[config.mk]
export PLATFORM = sky130hd
export DESIGN_NAME = lzc_pacogen_flat
export DESIGN_NICKNAME = d
export VERILOG_FILES = /design/src/rtl/lzc_pacogen_if.sv /design/src/rtl/lzc_pacogen.sv /design/src/flat_wrapper.sv
export SDC_FILE = /design/constraint.sdc
export NUM_CORES = 1
export LEC_CHECK = 0
export CAP_MARGIN = 20
export CORE_MARGIN = 4
export CORE_UTILIZATION = 32
export DETAILED_ROUTE_END_ITERATION = 10
export GPL_ROUTABILITY_DRIVEN = 0
export HOLD_SLACK_MARGIN = 0.02
export PLACE_DENSITY = 0.87
export SYNTH_ARGS = -nofsm -noshare
export SYNTH_HDL_FRONTEND = slang
export SYNTH_SLANG_ARGS = --single-unit
[constraint.sdc]
create_clock -name clk -period 0.8 [get_ports clk]
set_input_delay 0.16 -clock clk [delete_from_list [all_inputs] [get_ports clk]]
set_output_delay 0.16 -clock clk [all_outputs]
set_load 0.05 [all_outputs]
[src/rtl/lzc_pacogen_if.sv]
// -----------------------------------------------------------------------------
// lzc_pacogen_if
//
// Bundle of the data signals of the leading-zero counter. There is no
// handshake: a new word is presented every cycle, and the registered result
// for that word appears one cycle later.
//
// Parameters
//   NUM_BITS  width of the scanned word (>= 2)
//
// Signals
//   in   [NUM_BITS-1:0]        word to scan, bit NUM_BITS-1 is the MSB
//   out  [$clog2(NUM_BITS)-1:0] registered leading-zero count
//   vld                         registered "word was non-zero" flag
//
// Modports
//   master  producer of words / consumer of counts (drives in)
//   slave   the counter itself (drives out and vld)
// -----------------------------------------------------------------------------
interface lzc_pacogen_if #(
   parameter int NUM_BITS = 32
);
   localparam int OUT_W = $clog2(NUM_BITS);

   logic [NUM_BITS-1:0] in;
   logic [OUT_W-1:0]    out;
   logic                vld;

   modport master (
      output in,
      input  out,
      input  vld
   );

   modport slave (
      input  in,
      output out,
      output vld
   );
endinterface : lzc_pacogen_if

[src/rtl/lzc_pacogen.sv]
// -----------------------------------------------------------------------------
// lzc_pacogen
//
// Registered leading-zero counter for the posit decode/normalise path.
// Every cycle the word on bus.in is scanned from the MSB down; the number of
// zeros in front of the highest set bit is loaded into bus.out and bus.vld is
// set when the word had any bit set. Latency is exactly one cycle, throughput
// one word per cycle, no enable and no hold.
//
// Parameters
//   NUM_BITS  word width, any value >= 2 (powers of two not required)
//
// Ports
//   clk   rising-edge clock
//   rst   asynchronous active-high reset, forces out=0 and vld=0
//   bus   lzc_pacogen_if.slave
//           bus.in   word to scan
//           bus.out  leading-zero count of the word sampled on the last edge
//           bus.vld  1 when that word was non-zero
//
// For an all-zero word the count is forced to 0 by construction of the tree
// (every leaf reports 0 and every merge keeps 0), so out is never X.
// -----------------------------------------------------------------------------
module lzc_pacogen #(
   parameter int NUM_BITS = 32
) (
   input  logic              clk,
   input  logic              rst,
   lzc_pacogen_if.slave      bus
);

   // Tree depth and padded width. The word is padded with zeros on the LSB
   // side up to the next power of two; zeros below the data never move the
   // position of the highest set bit, so counts on non-zero words are
   // unchanged.
   localparam int L = $clog2(NUM_BITS);
   localparam int P = 1 << L;
   localparam int LEAVES = P / 2;

   logic [P-1:0] pad;

   // Per-level node results. Level 0 holds the 2-bit leaf cells, level l
   // holds LEAVES >> l nodes whose counts are l+1 bits wide. Every entry is
   // kept at the full output width so one array serves all levels; the
   // unused high bits of the lower levels stay 0.
   logic [L-1:0] cnt_t [L][LEAVES];
   logic         vld_t [L][LEAVES];

   logic [L-1:0] cnt_q;
   logic         vld_q;

   always_comb begin
      pad = '0;
      pad[P-1 -: NUM_BITS] = bus.in;

      for (int l = 0; l < L; l++) begin
         for (int i = 0; i < LEAVES; i++) begin
            cnt_t[l][i] = '0;
            vld_t[l][i] = 1'b0;
         end
      end

      // Leaf cell on bits {2i+1, 2i}: one leading zero exactly when the
      // upper bit is clear and the lower bit is set.
      for (int i = 0; i < LEAVES; i++) begin
         vld_t[0][i]    = pad[2*i+1] | pad[2*i];
         cnt_t[0][i][0] = ~pad[2*i+1] & pad[2*i];
      end

      // Merge node: if the upper half has a set bit its count is the answer
      // with a 0 prepended; otherwise the whole upper half was zeros, so the
      // lower count gets the half-width added, which is just its valid bit
      // placed in the new MSB position l.
      for (int l = 1; l < L; l++) begin
         for (int i = 0; i < (LEAVES >> l); i++) begin
            vld_t[l][i] = vld_t[l-1][2*i+1] | vld_t[l-1][2*i];
            if (vld_t[l-1][2*i+1]) begin
               cnt_t[l][i] = cnt_t[l-1][2*i+1];
            end else begin
               cnt_t[l][i]    = cnt_t[l-1][2*i];
               cnt_t[l][i][l] = vld_t[l-1][2*i];
            end
         end
      end
   end

   // Result register, reloaded every cycle.
   always_ff @(posedge clk or posedge rst) begin
      if (rst) begin
         cnt_q <= '0;
         vld_q <= 1'b0;
      end else begin
         cnt_q <= cnt_t[L-1][0];
         vld_q <= vld_t[L-1][0];
      end
   end

   assign bus.out = cnt_q;
   assign bus.vld = vld_q;

endmodule : lzc_pacogen

[src/flat_wrapper.sv]
// flat-port wrapper written by rule: the top's interface ports become plain ports
module lzc_pacogen_flat 
#(
   parameter int NUM_BITS = 32
)
  (clk, rst, bus_in, bus_out, bus_vld);
  lzc_pacogen_if #(.NUM_BITS(NUM_BITS)) bus_i ();
  input  logic clk;
  input  logic rst;
  input wire logic [$bits(bus_i.in)-1:0] bus_in;
  output wire logic [$bits(bus_i.out)-1:0] bus_out;
  output wire logic [$bits(bus_i.vld)-1:0] bus_vld;
  assign bus_i.in = bus_in;
  assign bus_out = bus_i.out;
  assign bus_vld = bus_i.vld;
  lzc_pacogen #(.NUM_BITS(NUM_BITS)) u_core (.clk(clk), .rst(rst), .bus(bus_i));
endmodule
==> results.md, run 1 <==
* Outcome: aborted with a tool error
* Stopped at: global routing (5_1_grt)
* Stop err: [ERROR DPL-0033] detailed placement checks failed during check placement.
* Mapped Avg Cell Area at 7.65 um^2
* Initial Utilization at 0.342
* Die Y at 48.3 um
* Die Wd at 48.3 um
* IO Port Bufs at 39
* Initial antenna violation count at 0
* Cell area after synthesis at 520 um^2
* Synth cell types at 25
* Clock root buffer: clkbuf_4
* YS warnings at 0
* Pre-CTS setup slack at -1040 ps
* Largest net degree at the start of global routing at 7
* Post-Syn Instances at 68
* Clock sinks at 6
* Hold_buf cts at 0
* CTS buffer count at 3
* Syn nets at 102
* Final HPWL DP at 2070 um
* Sequential area share after synthesis at 0.288
* # IOs at 40
* Worst End Pin Type: register input
* Last worst endpoint in the global-route repair_timing: u_core.bus.out[0]$_DFF_PP0_/D
* #FFs+latches synth at 6
* Rows at 14
* Max clock buf depth at 2
* H-tree Lvls at 1
-- synth_stat cells --
master | instances | area share
nor3_1 | 3 | 0.029
a21boi_0 | 1 | 0.014
dfrtp_1 | 6 | 0.29
nor4_2 | 3 | 0.072
o21ai_0 | 3 | 0.029
nand3_1 | 1 | 0.0096
nor2_2 | 1 | 0.012
or4_1 | 2 | 0.029
or4_4 | 2 | 0.043
nor2b_1 | 2 | 0.024
o311ai_1 | 1 | 0.017
a31oi_1 | 1 | 0.012
nand2b_1 | 1 | 0.012
o31ai_1 | 1 | 0.014
a21oi_1 | 7 | 0.067
nand4_1 | 1 | 0.012
nand2_1 | 4 | 0.029
a211oi_1 | 2 | 0.029
o21bai_1 | 3 | 0.043
o211ai_1 | 1 | 0.014
inv_1 | 6 | 0.043
nor4_1 | 4 | 0.048
o311a_1 | 1 | 0.019
o221ai_1 | 1 | 0.017
nor2_1 | 10 | 0.072
-- cell families after synthesis --
| kind of cell | synth area share |
|---|---|
| and+or+nand+nor | 0.392 |
| AOI/OAI and AO/OA | 0.276 |
| DFF | 0.288 |
| buffers and inverters | 0.0433 |
-- through the flow --
stage          setup TNS, ps  cells  area (um^2)  hold slack, ps
2_1_floorplan          -2370     68          534           -49.0
3_3_place_gp           -5470    157         1260             385
3_5_place_dp           -5770    157         1260             418
4_1_cts                -3540    171         1450             158
-- what timing repair did --
action,CTS
pin swaps,17
hold endpoints to repair,0
resized for setup,101
buffers inserted,11
endpoints found under the setup margin,12
==> run 2: changes to the inputs <==
Settings changed: CORE_AREA set to 4 4 65 67, CORE_MARGIN 4 to not set, CORE_UTILIZATION 32 to not set, DIE_AREA set to 0 0 69 71, HOLD_SLACK_MARGIN 0.02 to not set, PLACE_DENSITY 0.87 to not set, PLACE_DENSITY_LB_ADDON set to 0.15.
==> results.md, run 2 <==
* H-tree Lvls at 1 (unchanged)
* Worst-path fanout max at 3
* Crit path buf inv count at 1
* Most frequent cell after synthesis: nor2_1
* Multi-input gate area at 452 um^2
* Number of enable flip-flop cells after synthesis at 0 (unchanged)
* Vias in the first global route at 894
* Fin nets at 187
* Layout fillers at 400
* Share of layout cells above drive strength 1 at 0.623
* YS warnings at 0 (unchanged)
* Diode count at 0
* Synth top area cells: dfrtp_1, nor2_1, nor4_2, a21oi_1, nor4_1
* Placed insts at 190 (+21%)
* Finish-stage setup viols at 12
* Cell family with most CP delay: simple AND/OR/NAND/NOR gates
* Area growth, synth to finish at 174%
* Post-Syn Instances at 68 (unchanged)
* Clock root buffer: clkbuf_8
* Leak at 0.000639 uW
* GRT Total Usage at 0.0914
* Max-cap viol count at 0
* Die Wd at 69 um (+43%)
* Core area at 3630 um^2
* Register Area at 150 um^2
* CP startpoint kind: input port
* Final core occ at 0.393
* Initial antenna violation count at 0
* Antenna viol nets, final at 0
* Critical-path top delay cell: or4_4
* Mapped Avg Cell Area at 7.65 um^2 (unchanged)
* 1st-pass router iterations at 4
* DRT iter0 DRCs at 24
* Outcome: finished with violations
* Setup WS post-layout at -466 ps
* WL final at 2220 um
* Hold_buf cts at 0 (unchanged)
* Clock sinks at 6 (unchanged)
* Most common cell after layout, fill and taps aside: buf_4
* Worst min path class: input port to asynchronous set/reset pin
* Final critical-path required period at 1270 ps
* #FFs+latches synth at 6 (unchanged)
* Worst-Margin Slew at 269 ps
* IO Port Bufs at 39 (unchanged)
* Crit Path Category: input port to register
* Die area at 4900 um^2
* # IOs at 40 (unchanged)
* Commonest non-fill, non-tap cells in the layout: buf_4, buf_2, buf_6
* Pwr Density at 861 nW/um^2
* CTS tree: done
* Worst Setup SP: bus_in[13]
* Post-route DRC at 0
* Global-route wire length before repair at 3760 um
* Worst hold slack at 157 ps
* Sum of negative setup slack at -3170 ps
* Critical Path End: u_core.bus.vld
* Rows at 22 (+8)
* Max reg flops at 5
* Slowest cell delay on critical path at 560 ps
* Cell area after synthesis at 520 um^2 (unchanged)
* CTS buffer count at 3 (unchanged)
* Initial Utilization at 0.143 (-0.198)
* Synth async-reset ratio at 1.00 (unchanged)
* Layout Cells excl Fill at 199
* Syn nets at 102 (unchanged)
* WP depth at 3
* Largest net degree at the start of global routing at 7
* WL/cell at 11.2 um
* Synth cell count leaders: nor2_1, a21oi_1, dfrtp_1, inv_1
* Routed vias/inst at 4.09
* Sequential area share after synthesis at 0.288 (unchanged)
* Crit share post-route at 1.58
* Slew Limit Fails at 0
* Max clock buf depth at 2 (unchanged)
* Main synth FF type: dfrtp_1
* Crit. End Element: register
* Cell Chain, Critical Path: buf_6 > or4_4 > or4_1
* Synth cell types at 25 (unchanged)
* Critical Path AT at 1340 ps
* Pre-CTS setup slack at -1070 ps (-25.2 ps)
* Final HPWL DP at 1800 um (-13%)
* WP data required at 880 ps
* RSZ-0062 raised after global routing: true
* Failing checks: setup timing
* GRT overflow at 0
* Largest area contributor in the netlist: dfrtp_1
* Max transition margin at 0.818
* Max VDD drop at 497 uV
* F_max at 790 MHz
* Final Hold Fails at 0
* Clock-pin slew on the worst setup and hold paths at 40 ps
* Via count at 814
* Die Y at 71 um (+47%)
* Post-synth top area share at 0.288 (unchanged)
-- run 2: cell counts after synthesis --
No cell type changed its count.
-- run 2: layer usage --
layer,vias up,global-route usage,part of all wire
met5,-,0,0
met4,0,0.0260,0.0045
met3,2,0.0256,0.039
met2,18,0.169,0.54
met1,364,0.101,0.41
li1,430,-,-
-- run 2: worst min path at each step --
stage          start                 to
5_1_grt          rst  u_core.bus.out[2]
3_3_place_gp     rst  u_core.bus.out[4]
2_1_floorplan    rst  u_core.bus.out[0]
4_1_cts          rst  u_core.bus.out[2]
6_report         rst  u_core.bus.out[3]
3_5_place_dp     rst  u_core.bus.out[4]
-- run 2: cells by family (layout without fill, tap and decap cells) --
family	Yosys count	in the layout	share of synthesized area
flip-flops	6	6	0.288
buffers and inverters	6	89	0.0433
AO/OA/AOI/OAI	22	22	0.276
AND/OR/NAND/NOR	34	34	0.392
-- run 2: timing repair --
action | in CTS | in global routing
resized for setup | 135 | 7
setup buffers | 4 | 2
setup endpoints to repair | 12 | 12
pin swaps | 15 | 9
-- run 2: final cells by class --
| cell class | instances | share of cell area |
|---|---|---|
| clock buffer | 3 | 0.0289 |
| inverter | 6 | 0.0158 |
| multi-input combinational | 56 | 0.317 |
| sequential | 6 | 0.105 |
| tap | 48 | 0.0421 |
| timing repair buffer | 80 | 0.491 |
-- run 2: per-stage QoR --
step / area (um^2) / power, uW
6_report: 1430 / 1230
3_3_place_gp: 1310 / 781
5_1_grt: 1430 / 1300
2_1_floorplan: 534 / 423
3_5_place_dp: 1310 / 788
4_1_cts: 1400 / 1230
-- run 2: where the power goes --
group	switching, uW	total [uW]	internal, uW
combinational	199	471	271
sequential	6.54	320	313
clock	115	437	322
total	321	1230	906
(Power assumes the default switching activity.)
==> run 3: changes to the inputs <==
Settings changed: SKIP_LAST_GASP set to 1.
==> results.md, run 3 (synthesis results as in run 2) <==
* Outcome: finished with violations
* Failing checks: setup timing
* Max reg flops at 5 (unchanged)
* 1st-pass router iterations at 4 (unchanged)
* Clock-pin slew on the worst setup and hold paths at 40 ps (about the same)
* Die Wd at 69 um (unchanged)
* Met2 routed WL at 1220 um (+1.3%)
* Layout fillers at 398 (-0.50%)
* Fin nets at 187 (unchanged)
* WP data required at 870 ps (about the same)
* Max-cap viol count at 0 (unchanged)
* Rows at 22 (unchanged)
* Clock sinks at 6 (unchanged)
* Vias in the first global route at 891 (-0.34%)
* Routed wl met3 at 87 um (unchanged)
* # IOs at 40 (unchanged)
* Clock root buffer: clkbuf_8
* Max transition margin at 0.809 (-0.00877)
* Worst min path class: input port to asynchronous set/reset pin
* Largest net degree at the start of global routing at 7 (unchanged)
* Slew Limit Fails at 0 (unchanged)
* Met1 wire length at 902 um (-1.6%)
* Diode count at 0 (unchanged)
* CTS tree: done
* Antenna viol nets, final at 0 (unchanged)
* Worst-path fanout max at 3 (unchanged)
* RSZ-0062 raised after global routing: true
* Crit. End Element: register
* Pwr Density at 859 nW/um^2 (-0.23%)
* Worst Setup SP: bus_in[13]
* Post-route DRC at 0 (unchanged)
* Crit share post-route at 1.59 (+0.0109)
* Post-place instance area at 1310 um^2 (unchanged)
* Max VDD drop at 494 uV (-0.57%)
* GRT overflow at 0 (unchanged)
* Leak at 0.000634 uW (-0.71%)
* Most common cell after layout, fill and taps aside: buf_4
* Area growth, synth to finish at 174% (unchanged)
* Final HPWL DP at 1800 um (unchanged)
* CP startpoint kind: input port
* Max layer used: met4
* Crit Path Category: input port to register
* Initial antenna violation count at 0 (unchanged)
* IO Port Bufs at 39 (unchanged)
* Share of layout cells above drive strength 1 at 0.629 (+0.00662)
* Routed vias/inst at 4.14 (+1.2%)
* DRT iter0 DRCs at 22 (-8.3%)
* WL/cell at 11.2 um (about the same)
* Finished layout cell area at 1430 um^2 (unchanged)
* CTS buffer count at 3 (unchanged)
* Final critical-path required period at 1270 ps (+8.68 ps)
* Finish-stage setup viols at 12 (unchanged)
* Die Y at 71 um (unchanged)
* Critical Path AT at 1350 ps (about the same)
* Final Hold Fails at 0 (unchanged)
* Sum of negative setup slack at -3210 ps (-42.1 ps)
* GRT Total Usage at 0.0929 (+0.00147)
* Via count at 824 (+1.2%)
* Global-route wire length before repair at 3810 um (+1.3%)
* F_max at 784 MHz (-0.68%)
* WL final at 2230 um (about the same)
* Setup WS post-layout at -475 ps (-8.68 ps)
* Worst-Margin Slew at 284 ps (+15.2 ps)
* Register Area at 150 um^2 (unchanged)
* Commonest non-fill, non-tap cells in the layout: buf_4, buf_2, nor2_1
* H-tree Lvls at 1 (unchanged)
* Core area at 3630 um^2 (unchanged)
* Multi-input gate area at 467 um^2 (+3.3%)
* Initial Utilization at 0.143 (unchanged)
* Max clock buf depth at 2 (unchanged)
* Die area at 4900 um^2 (unchanged)
-- run 3: changes by cell type in the layout (fill, tap and decap cells not counted), sizes merged --
cell	delta
dlygate4sd2	-1
clkbuf	+1
-- run 3: final timing paths --
| path | to | slack, ps | cells after the start |
|---|---|---|---|
| setup / recovery | u_core.bus.out[0] | -470 | 6 |
| max in group asynchronous | u_core.bus.out[0] | 450 | 2 |
| min in group clk | u_core.bus.out[1] | 200 | 3 |
| hold / removal | u_core.bus.out[3] | 160 | 2 |
-- run 3: what timing repair did --
item	CTS	global route
hold buffers	0	0
pin swaps	15	11
resized for setup	131	11
buffers inserted	4	2
setup endpoints to repair	12	12
-- run 3: power by group --
part	switching, uW	leakage (uW)	internal, uW
clock network	115	0.0000216	322
registers	6.55	0.0000760	313
logic	201	0.000537	267
-- run 3: area by class of cell --
| cell class | instances | area share |
|---|---|---|
| Sequential cell | 6 | 0.105 |
| Clock buffer | 3 | 0.0289 |
| Multi-Input combinational cell | 56 | 0.327 |
| Tap cell | 48 | 0.0421 |
| Inverter | 6 | 0.0158 |
| Timing Repair Buffer | 80 | 0.481 |
-- run 3: per-stage QoR --
step / setup slack [ps] / total power, uW / hold slack (ps) / util / cells
CTS: -450 / 1220 / 166 / 0.382 / 197
finish: -475 / 1220 / 158 / 0.393 / 199
detailed placement: -1070 / 788 / 397 / 0.360 / 190
floorplan: -533 / 423 / -49.0 / - / 68
global placement: -1060 / 781 / 396 / 0.360 / 190
global route: -492 / 1290 / 197 / 0.393 / 199
-- run 3: metal layers --
metal	vias to the layer above	track usage
met5	-	0
met4	0	0.0260
met3	2	0.0256
met2	18	0.171
met1	372	0.105
li1	432	-
-- run 3: critical path, cell delays in order --
cell and delay (ps):
buf_6 90, or4_4 560, nor2_4 160, o221ai_2 110, o211ai_1 130, o311ai_1 140
